<file path="config.mk">
export PLATFORM = sky130hd
export DESIGN_NAME = sync_memu_flat
export DESIGN_NICKNAME = d
export VERILOG_FILES = /design/src/rtl/memu_pkg.sv /design/src/rtl/sync_memu_if.sv /design/src/rtl/memu_lane_ram.sv /design/src/rtl/sync_memu.sv /design/src/flat_wrapper.sv
export SDC_FILE = /design/constraint.sdc
export NUM_CORES = 2
export LEC_CHECK = 0
export CORE_MARGIN = 8
export CORE_UTILIZATION = 50
export DETAILED_ROUTE_END_ITERATION = 16
export DONT_BUFFER_PORTS = 1
export HOLD_SLACK_MARGIN = 0.1
export MAX_ROUTING_LAYER = met4
export PLACE_DENSITY_LB_ADDON = 0.3
export SETUP_SLACK_MARGIN = 0.05
export SYNTH_ARGS = -nofsm -noshare
export SYNTH_HDL_FRONTEND = slang
export SYNTH_HIERARCHICAL = 1
export SYNTH_SLANG_ARGS = --single-unit
</file>
<file path="constraint.sdc">
create_clock -name Global_clk -period 8.2 [get_ports Global_clk]
set_clock_uncertainty 0.05 [all_clocks]
set_input_delay 0.82 -clock Global_clk [delete_from_list [all_inputs] [get_ports Global_clk]]
set_output_delay 0.82 -clock Global_clk [all_outputs]
set_load 0.05 [all_outputs]
</file>
<file path="src/rtl/memu_pkg.sv">
// Shared definitions for the sync_memu block.
// Holds the parameter defaults, the response code values and the FSM state encoding.
// No logic; imported by every other file of the block.
package memu_pkg;

  localparam int DEF_WORD_WIDTH = 16;
  localparam int DEF_ADDR_WIDTH = 8;
  localparam int DEF_LANE_WIDTH = 4;

  localparam logic [1:0] RC_OK       = 2'b00;
  localparam logic [1:0] RC_CONFLICT = 2'b01;
  localparam logic [1:0] RC_RANGE    = 2'b10;

  typedef enum logic [1:0] {
    ST_IDLE  = 2'd0,
    ST_RESP  = 2'd1,
    ST_CLEAR = 2'd2
  } state_t;

endpackage

</file>
<file path="src/rtl/sync_memu_if.sv">
// Request/response bus of sync_memu plus the clear control and status.
// Ports: request (Req_valid/Req_ready, Read_sig, Write_sig, Address_in, Data_in, Lane_en),
// clear (Clear_start, Busy), response (Resp_valid/Resp_ready, Data_out, Mem_op_success, Resp_code).
interface sync_memu_if
  import memu_pkg::*;
#(
  parameter int WORD_WIDTH = DEF_WORD_WIDTH,
  parameter int ADDR_WIDTH = DEF_ADDR_WIDTH,
  parameter int LANE_WIDTH = DEF_LANE_WIDTH
);
  localparam int LANES = WORD_WIDTH / LANE_WIDTH;

  logic                  Req_valid;
  logic                  Req_ready;
  logic                  Read_sig;
  logic                  Write_sig;
  logic [ADDR_WIDTH-1:0] Address_in;
  logic [WORD_WIDTH-1:0] Data_in;
  logic [LANES-1:0]      Lane_en;
  logic                  Clear_start;
  logic                  Resp_valid;
  logic                  Resp_ready;
  logic [WORD_WIDTH-1:0] Data_out;
  logic                  Mem_op_success;
  logic [1:0]            Resp_code;
  logic                  Busy;

  modport master (
    output Req_valid, Read_sig, Write_sig, Address_in, Data_in, Lane_en, Clear_start, Resp_ready,
    input  Req_ready, Resp_valid, Data_out, Mem_op_success, Resp_code, Busy
  );

  modport slave (
    input  Req_valid, Read_sig, Write_sig, Address_in, Data_in, Lane_en, Clear_start, Resp_ready,
    output Req_ready, Resp_valid, Data_out, Mem_op_success, Resp_code, Busy
  );

endinterface

</file>
<file path="src/rtl/memu_lane_ram.sv">
// Single-port word array with per-lane write enable and combinational read.
// Write takes effect at the clock edge; read of the addressed word is same-cycle.
// No backpressure; out-of-range addresses read as zero and must never be written.
module memu_lane_ram
  import memu_pkg::*;
#(
  parameter int WORD_WIDTH = DEF_WORD_WIDTH,
  parameter int ADDR_WIDTH = DEF_ADDR_WIDTH,
  parameter int DEPTH      = 2 ** ADDR_WIDTH,
  parameter int LANE_WIDTH = DEF_LANE_WIDTH
) (
  input  logic                              clk,
  input  logic                              we,
  input  logic [WORD_WIDTH/LANE_WIDTH-1:0]  lane_en,
  input  logic [ADDR_WIDTH-1:0]             addr,
  input  logic [WORD_WIDTH-1:0]             wdata,
  output logic [WORD_WIDTH-1:0]             rdata
);
  localparam int LANES = WORD_WIDTH / LANE_WIDTH;
  localparam logic [ADDR_WIDTH:0] DEPTH_W = (ADDR_WIDTH + 1)'(DEPTH);

  logic [WORD_WIDTH-1:0] mem [DEPTH];

  // No reset: array contents survive Global_rst by design.
  always_ff @(posedge clk) begin
    if (we) begin
      for (int l = 0; l < LANES; l++) begin
        if (lane_en[l]) begin
          mem[addr][l*LANE_WIDTH +: LANE_WIDTH] <= wdata[l*LANE_WIDTH +: LANE_WIDTH];
        end
      end
    end
  end

  assign rdata = ({1'b0, addr} < DEPTH_W) ? mem[addr] : '0;

endmodule

</file>
<file path="src/rtl/sync_memu.sv">
// Lane-masked memory unit with valid/ready request and response channels and a zero-fill sweep.
// Latency: response valid one cycle after accept; clear sweep takes DEPTH cycles.
// Backpressure: a stalled response (Resp_ready low) blocks new requests; Req_ready is low during clear.
// Ports: Global_clk, Global_rst (sync, active-high), bus (sync_memu_if slave modport).
module sync_memu
  import memu_pkg::*;
#(
  parameter int WORD_WIDTH = DEF_WORD_WIDTH,
  parameter int ADDR_WIDTH = DEF_ADDR_WIDTH,
  parameter int DEPTH      = 2 ** ADDR_WIDTH,
  parameter int LANE_WIDTH = DEF_LANE_WIDTH
) (
  input  logic        Global_clk,
  input  logic        Global_rst,
  sync_memu_if.slave  bus
);
  localparam int LANES = WORD_WIDTH / LANE_WIDTH;
  localparam logic [ADDR_WIDTH:0] DEPTH_W = (ADDR_WIDTH + 1)'(DEPTH);
  localparam logic [ADDR_WIDTH:0] LAST_W  = (ADDR_WIDTH + 1)'(DEPTH - 1);

  state_t state, state_nxt;

  // One bit wider than the address so a full 2**ADDR_WIDTH sweep ends without wrapping.
  logic [ADDR_WIDTH:0] clr_cnt;

  logic                  req_ready;
  logic                  accept;
  logic [1:0]            code_nxt;
  logic                  ram_we;
  logic [LANES-1:0]      ram_lane;
  logic [ADDR_WIDTH-1:0] ram_addr;
  logic [WORD_WIDTH-1:0] ram_wdata;
  logic [WORD_WIDTH-1:0] ram_rdata;

  logic                  resp_valid;
  logic [WORD_WIDTH-1:0] data_out;
  logic                  op_success;
  logic [1:0]            resp_code;

  // Range outranks conflict: an out-of-range address is reported as RANGE whatever the op bits say.
  always_comb begin
    code_nxt = RC_OK;
    if ({1'b0, bus.Address_in} >= DEPTH_W) begin
      code_nxt = RC_RANGE;
    end else if (bus.Read_sig == bus.Write_sig) begin
      code_nxt = RC_CONFLICT;
    end
  end

  always_comb begin
    state_nxt = state;
    req_ready = 1'b0;
    case (state)
      ST_IDLE: begin
        req_ready = !bus.Clear_start;
        if (bus.Clear_start) begin
          state_nxt = ST_CLEAR;
        end else if (bus.Req_valid) begin
          state_nxt = ST_RESP;
        end
      end
      ST_RESP: begin
        req_ready = bus.Resp_ready;
        if (bus.Resp_ready) begin
          state_nxt = bus.Req_valid ? ST_RESP : ST_IDLE;
        end
      end
      ST_CLEAR: begin
        if (clr_cnt == LAST_W) begin
          state_nxt = ST_IDLE;
        end
      end
      default: state_nxt = ST_IDLE;
    endcase
  end

  assign accept = bus.Req_valid && req_ready;

  // The RAM port is owned by the sweep in CLEAR and by accepted writes otherwise.
  // Writes are suppressed while reset is high so a reset aborts the sweep cleanly.
  always_comb begin
    ram_we    = 1'b0;
    ram_lane  = bus.Lane_en;
    ram_addr  = bus.Address_in;
    ram_wdata = bus.Data_in;
    if (state == ST_CLEAR) begin
      ram_we    = !Global_rst;
      ram_lane  = '1;
      ram_addr  = clr_cnt[ADDR_WIDTH-1:0];
      ram_wdata = '0;
    end else begin
      ram_we = !Global_rst && accept && (code_nxt == RC_OK) && bus.Write_sig;
    end
  end

  memu_lane_ram #(
    .WORD_WIDTH (WORD_WIDTH),
    .ADDR_WIDTH (ADDR_WIDTH),
    .DEPTH      (DEPTH),
    .LANE_WIDTH (LANE_WIDTH)
  ) u_ram (
    .clk     (Global_clk),
    .we      (ram_we),
    .lane_en (ram_lane),
    .addr    (ram_addr),
    .wdata   (ram_wdata),
    .rdata   (ram_rdata)
  );

  always_ff @(posedge Global_clk) begin
    if (Global_rst) begin
      state <= ST_IDLE;
    end else begin
      state <= state_nxt;
    end
  end

  always_ff @(posedge Global_clk) begin
    if (Global_rst || state != ST_CLEAR) begin
      clr_cnt <= '0;
    end else begin
      clr_cnt <= clr_cnt + (ADDR_WIDTH + 1)'(1);
    end
  end

  always_ff @(posedge Global_clk) begin
    if (Global_rst) begin
      resp_valid <= 1'b0;
      data_out   <= '0;
      op_success <= 1'b0;
      resp_code  <= RC_OK;
    end else if (accept) begin
      resp_valid <= 1'b1;
      data_out   <= (code_nxt == RC_OK && bus.Read_sig) ? ram_rdata : '0;
      op_success <= (code_nxt == RC_OK);
      resp_code  <= code_nxt;
    end else if (resp_valid && bus.Resp_ready) begin
      resp_valid <= 1'b0;
    end
  end

  assign bus.Req_ready      = req_ready;
  assign bus.Resp_valid     = resp_valid;
  assign bus.Data_out       = data_out;
  assign bus.Mem_op_success = op_success;
  assign bus.Resp_code      = resp_code;
  assign bus.Busy           = (state == ST_CLEAR);

endmodule

</file>
<file path="src/flat_wrapper.sv">
// flat-port wrapper written by rule: the top's interface ports become plain ports
module sync_memu_flat import memu_pkg::*;
#(
  parameter int WORD_WIDTH = DEF_WORD_WIDTH,
  parameter int ADDR_WIDTH = DEF_ADDR_WIDTH,
  parameter int DEPTH      = 2 ** ADDR_WIDTH,
  parameter int LANE_WIDTH = DEF_LANE_WIDTH
)
  (Global_clk, Global_rst, bus_Req_valid, bus_Read_sig, bus_Write_sig, bus_Address_in, bus_Data_in, bus_Lane_en, bus_Clear_start, bus_Resp_ready, bus_Req_ready, bus_Resp_valid, bus_Data_out, bus_Mem_op_success, bus_Resp_code, bus_Busy);
  sync_memu_if #(.WORD_WIDTH(WORD_WIDTH), .ADDR_WIDTH(ADDR_WIDTH), .LANE_WIDTH(LANE_WIDTH)) bus_i ();
  input  logic Global_clk;
  input  logic Global_rst;
  input wire logic [$bits(bus_i.Req_valid)-1:0] bus_Req_valid;
  input wire logic [$bits(bus_i.Read_sig)-1:0] bus_Read_sig;
  input wire logic [$bits(bus_i.Write_sig)-1:0] bus_Write_sig;
  input wire logic [$bits(bus_i.Address_in)-1:0] bus_Address_in;
  input wire logic [$bits(bus_i.Data_in)-1:0] bus_Data_in;
  input wire logic [$bits(bus_i.Lane_en)-1:0] bus_Lane_en;
  input wire logic [$bits(bus_i.Clear_start)-1:0] bus_Clear_start;
  input wire logic [$bits(bus_i.Resp_ready)-1:0] bus_Resp_ready;
  output wire logic [$bits(bus_i.Req_ready)-1:0] bus_Req_ready;
  output wire logic [$bits(bus_i.Resp_valid)-1:0] bus_Resp_valid;
  output wire logic [$bits(bus_i.Data_out)-1:0] bus_Data_out;
  output wire logic [$bits(bus_i.Mem_op_success)-1:0] bus_Mem_op_success;
  output wire logic [$bits(bus_i.Resp_code)-1:0] bus_Resp_code;
  output wire logic [$bits(bus_i.Busy)-1:0] bus_Busy;
  assign bus_i.Req_valid = bus_Req_valid;
  assign bus_i.Read_sig = bus_Read_sig;
  assign bus_i.Write_sig = bus_Write_sig;
  assign bus_i.Address_in = bus_Address_in;
  assign bus_i.Data_in = bus_Data_in;
  assign bus_i.Lane_en = bus_Lane_en;
  assign bus_i.Clear_start = bus_Clear_start;
  assign bus_i.Resp_ready = bus_Resp_ready;
  assign bus_Req_ready = bus_i.Req_ready;
  assign bus_Resp_valid = bus_i.Resp_valid;
  assign bus_Data_out = bus_i.Data_out;
  assign bus_Mem_op_success = bus_i.Mem_op_success;
  assign bus_Resp_code = bus_i.Resp_code;
  assign bus_Busy = bus_i.Busy;
  sync_memu #(.WORD_WIDTH(WORD_WIDTH), .ADDR_WIDTH(ADDR_WIDTH), .DEPTH(DEPTH), .LANE_WIDTH(LANE_WIDTH)) u_core (.Global_clk(Global_clk), .Global_rst(Global_rst), .bus(bus_i));
endmodule
</file>
# == Word level (Yosys, flattened, before mapping) ==
# Memory sizes are Yosys's and may differ from the RTL's.
# Index checks and enable logic that the tools add are counted.
# totals
reg_bits,31
mem_bits_rw,4096
in_bits,35
output_inout_bits,22
elab_cells,56
n_memories,1
# op_classes
add_sub_neg,1
eq_ne,8
mux,27
n_reduce_logical,13
# memory_table
name,words,width,read_ports,rd_ports_with_merged_regs,wr,line,rtl
u_core.u_ram.mem,256,16,1,0,1,memu_lane_ram.sv:22,logic [WORD_WIDTH-1:0] mem [DEPTH];
# op_table
operator,n
16-bit two-way mux,2
1-bit two-way mux,17
"9-bit by 1-bit adder with 9-bit output, second input constant",1
"9-bit by 8-bit == test with 1-bit output, second input constant",1
2-bit two-way mux,4
8-bit two-way mux,1
1-bit logical AND,6
2-bit one-hot mux with 3 select lines,1
2-bit logical NOT,2
4-bit two-way mux,1
"2-bit != test, second input constant",2
"3-bit != test, second input constant",1
3-bit AND reduction,1
"2-bit by 1-bit == test with 1-bit output, second input constant",1
"2-bit == test, second input constant",1
1-bit logical NOT,2
"2-bit by 1-bit != test with 1-bit output, second input constant",1
1-bit one-hot mux with 2 select lines,1
2-bit nonzero test,1
1-bit == test,1
1-bit logical OR,1

# == Logic depth before layout (Yosys ltp) ==
# logic_depth
depth_word,9
mapped_depth,14
depth_no_buf,9

# == Cells and area by module ==
# Netlist, hierarchy kept.
# modules_own_cells
mod,n_inst,cells_each,area_per_inst_um2
memu_lane_ram,1,7703,158776.0
sync_memu,1,183,1557.7

# == Worst setup path after synthesis ==
# Ideal clock, no wire load.
# synth_path
path_kind,reg-to-reg
startpoint,reg u_core.state[0]
endpoint,"mem u_core/u_ram/mem[0][10] in the netlist's numbering, data pin"
setup_ns,0.870
arrival_ns,4.393
required_ns,7.280
path_slack_ns,2.887
path_stages_with_launch,5
path_buffers,2
synth_period_minus_slack_ns,5.313
cell_sequence,dfxtp_1 or2b_1 clkbuf_1 clkbuf_1 and2_1
# synth_between
elab_chain_cells,2
# synth_rtl
item,line,rtl
from (decl),sync_memu.sv:21,"state_t state, state_nxt;"
from (signal assigned),sync_memu.sv:114,state <= state_nxt;
2-bit == test,sync_memu.sv:86,if (state == ST_CLEAR) begin
16-bit two-way mux,sync_memu.sv:86,
named net u_core.ram_wdata[10],sync_memu.sv:32,logic [WORD_WIDTH-1:0] ram_wdata;
to (decl),memu_lane_ram.sv:22,
# The timed path passes the listed nets, and every way through them passes these cells.

# == Worst setup path after layout ==
# layout_path
startpoint,reg u_core.state[1]
endpoint,"reg u_core.data_out[14], in the netlist u_core/bus.Data_out[14]"
# layout_between
elab_chain_cells,4
word_cells_on_any_way,8
classes_between,eq/ne: 2; mux: 3; reduce/logical: 2; memory: 1
# layout_rtl
item,line,rtl
2-bit == test,sync_memu.sv:86,
8-bit two-way mux,sync_memu.sv:86,
named net u_core.ram_addr[0],sync_memu.sv:31,logic [ADDR_WIDTH-1:0] ram_addr;
memory read 256 x 16 bit,-,
named net u_core.ram_rdata[14],sync_memu.sv:33,logic [WORD_WIDTH-1:0] ram_rdata;
16-bit two-way mux,sync_memu.sv:134,data_out <= (code_nxt == RC_OK && bus.Read_sig) ? ram_rdata : '0;
to (signal assigned),sync_memu.sv:134,
to (decl),sync_memu.sv:36,logic [WORD_WIDTH-1:0] data_out;
# The timed path passes the listed nets, and every way through them passes these cells.
# A chain may end at the register's enable or synchronous reset.

==> results.toml <==
[pwr]
fin_total_pwr_mw = 45.17
powerDensity_nw_per_um2 = 253.0
p_leak_nw = 53.39
ir_drop_v = 0.0001659

[clocking]
clock_latency_ns = 0.91
cts_setup_buffers = 0
post_cts_resized = 0
tritoncts = "yes"
cts-htree-levels = 5
cts_made_buffers = 401
clock_path_buffers = 4
clk_pin_slew_worst_paths_ns = 0.06
ctsHoldBuffers = 5
cts.sinks = 4126
clk_root_buffer_cell = "clkbuf_16"

[final_layout]
layout_commonest_cell = "edfxtp_1"
area_growth_pct = 11.37
final_cell_mix = "4096 x edfxtp_1, 1050 x nor2_1, 1024 x mux4_2, 512 x a22oi_1, 413 x clkbuf_16"
drive_gt1_share_pct = 22.57
fin_cells = 12440
fillers = 23350
nNetsFinal = 7923

[critical_path]
crit_top_cell = "buf_4"
critPathSlowestCell = "o41ai_1"
crit_family = "compound AO/OA/AOI/OAI gates"
path_cells = "or2b_2 -> buf_4 -> mux2_8 -> buf_12 -> buf_4 -> mux4_2 -> a22oi_1 -> a21oi_1 -> o41ai_1 -> nand4_1 -> nand2_1 -> o31ai_1"
cp_max_fo = 83
critPathLaunchType = "flip-flop"
critPathBufInv = 3
end_kind = "flip-flop"
critPathKind = "flip-flop to flip-flop"
cp.required_ns = 8.91
worst_ep_arrival_time_ns = 6.49
cpPeakStageDelay_ns = 1.02

[sta]
tightest_slew_ns = 1.484
slew_violations = 0
setup_tns_ns = 0
slew-limit-headroom_pct = 0.2791
rsz0062_at_grt = "false"
fin_crit_sh_pct = 70.49
max_clock_freq_ghz = 0.1730
min_period_ns = 5.780
hold_violations = 0
setup_viol = 0

[detailed_routing]
firstDrtPassIters = 6
finalWirelength_microns = 394200
vias = 79860
ant_nets = 0
vias_per_cell = 6.418
drc = 0
drtIter0Drc = 10330
routedWlPerCell_microns = 31.68

[yosys]
ys_seq_area_share_pct = 77.09
syn_area_per_cell_sq_um = 20.33
syn_nets = 7924
ys_types = 37
synth-seq-cells = 4126
synthArstFlopShare_pct = 0
synth_flop_cell = "edfxtp_1"
synth_edf_count = 4096
synthCells = 7886
ys_warn_count = 6
syn_area_sq_um = 160300

[floorplan]
fp.dieW_microns = 582.3
fp.coreArea_sq_um = 320100
die_area_sq_um = 339000
die_y_microns = 582.3
row_count = 208
initial_core_util_pct = 50.09
io_pins = 57

[global_route]
grt_pass1_wl_microns = 569400
antenna_found_initial = 25
grt_pass1_vias = 81210
overflow = 0
grt_max_degree = 257
track_usage_pct = 23.48

[place]
place_congestion = 0.8339
hpwl_microns = 222200
placed_cells = 11680
portBuffers = 0

[status]
status = "finished with violations"
failed_checks = "capacitance limit"

[hold_path]
hp-class = "primary input to flip-flop"

[job]
maxCapViolCount = 2
[area by class of cell]
type / instances / area, sq um / area share (%)
inverters: 4 / 15.01 / 0.008408
clock buffers: 493 / 10740 / 6.012
diodes: 32 / 80.08 / 0.04484
repair buffers: 168 / 1742 / 0.9754
flip-flops and latches: 4126 / 123600 / 69.22
well taps: 4200 / 5255 / 2.943
multi-input cells: 3184 / 34570 / 19.36
clock inverters: 236 / 2576 / 1.443
[cell families after synthesis]
logic type	synth area share, %
mux	14.45
simple gates	3.099
other cells	0.002339
buf+inv	1.569
flops	77.09
compound gates	3.754
xor+xnor	0.01639
fa+ha+maj	0.02341
[cell usage after synthesis (21+ instances only)]
| cell | number | area share, % |
|---|---|---|
| dfxtp_1 | 30 | 0.37 |
| nor2_1 | 1052 | 2.5 |
| buf_4 | 21 | 0.098 |
| o41ai_1 | 64 | 0.35 |
| mux4_2 | 1024 | 14 |
| a21oi_1 | 261 | 0.81 |
| nand2_1 | 124 | 0.29 |
| a22oi_1 | 512 | 2.4 |
| buf_1 | 51 | 0.12 |
| buf_2 | 76 | 0.24 |
| clkbuf_1 | 400 | 0.94 |
| and2_1 | 24 | 0.094 |
| buf_6 | 24 | 0.17 |
| edfxtp_1 | 4096 | 77 |
[worst paths after layout]
| kind | endpoint | cells after the start | slack (ns) | start |
|---|---|---|---|---|
| max | u_core/bus.Data_out[14] | 12 | 2.42 | u_core/state[1] |
| min | u_core/bus.Mem_op_success | 2 | 0.18 | Global_rst |
| max reg2reg | u_core/bus.Data_out[14] | 12 | 2.42 | u_core/state[1] |
| min reg2reg | u_core/clr_cnt[0] | 1 | 0.48 | u_core/clr_cnt[0] |
[layer usage]
layer	GRT usage [%]	wire length, microns	vias to the layer above
met3	4.325	37160	728
met4	8.788	16160	0
met1	30.80	148400	42220
li1	-	-	32620
met5	-	0	-
met2	37.14	192500	4291
[metrics by stage]
step	cell area [sq um]	setup slack, ns	hold slack [ns]	util, %
2_1_floorplan	160300	2.887	0.3997	-
3_3_place_gp	165100	2.048	0.4318	51.58
3_5_place_dp	165100	2.369	0.4521	51.58
4_1_cts	178500	2.357	0.1233	55.76
5_1_grt	178600	2.190	0.1629	55.78
6_report	178600	2.420	0.1845	55.78
[power by group]
part | internal (mW) | switching [mW]
Combinational | 1.09 | 2.01
Clock | 11.0 | 7.67
Sequential | 23.4 | 0.0172
Total | 35.5 | 9.70
[sequential cells by signal, indices dropped and copies added (netlist names)]
register	cells
u_core/bus.Data_out	16
u_core/bus.Mem_op_success	1
u_core/bus.Resp_code	1
u_core/bus.Resp_valid	1
u_core/clr_cnt	9
u_core/state	2
u_core/u_ram/mem	4096
(Power assumes the default switching activity.)
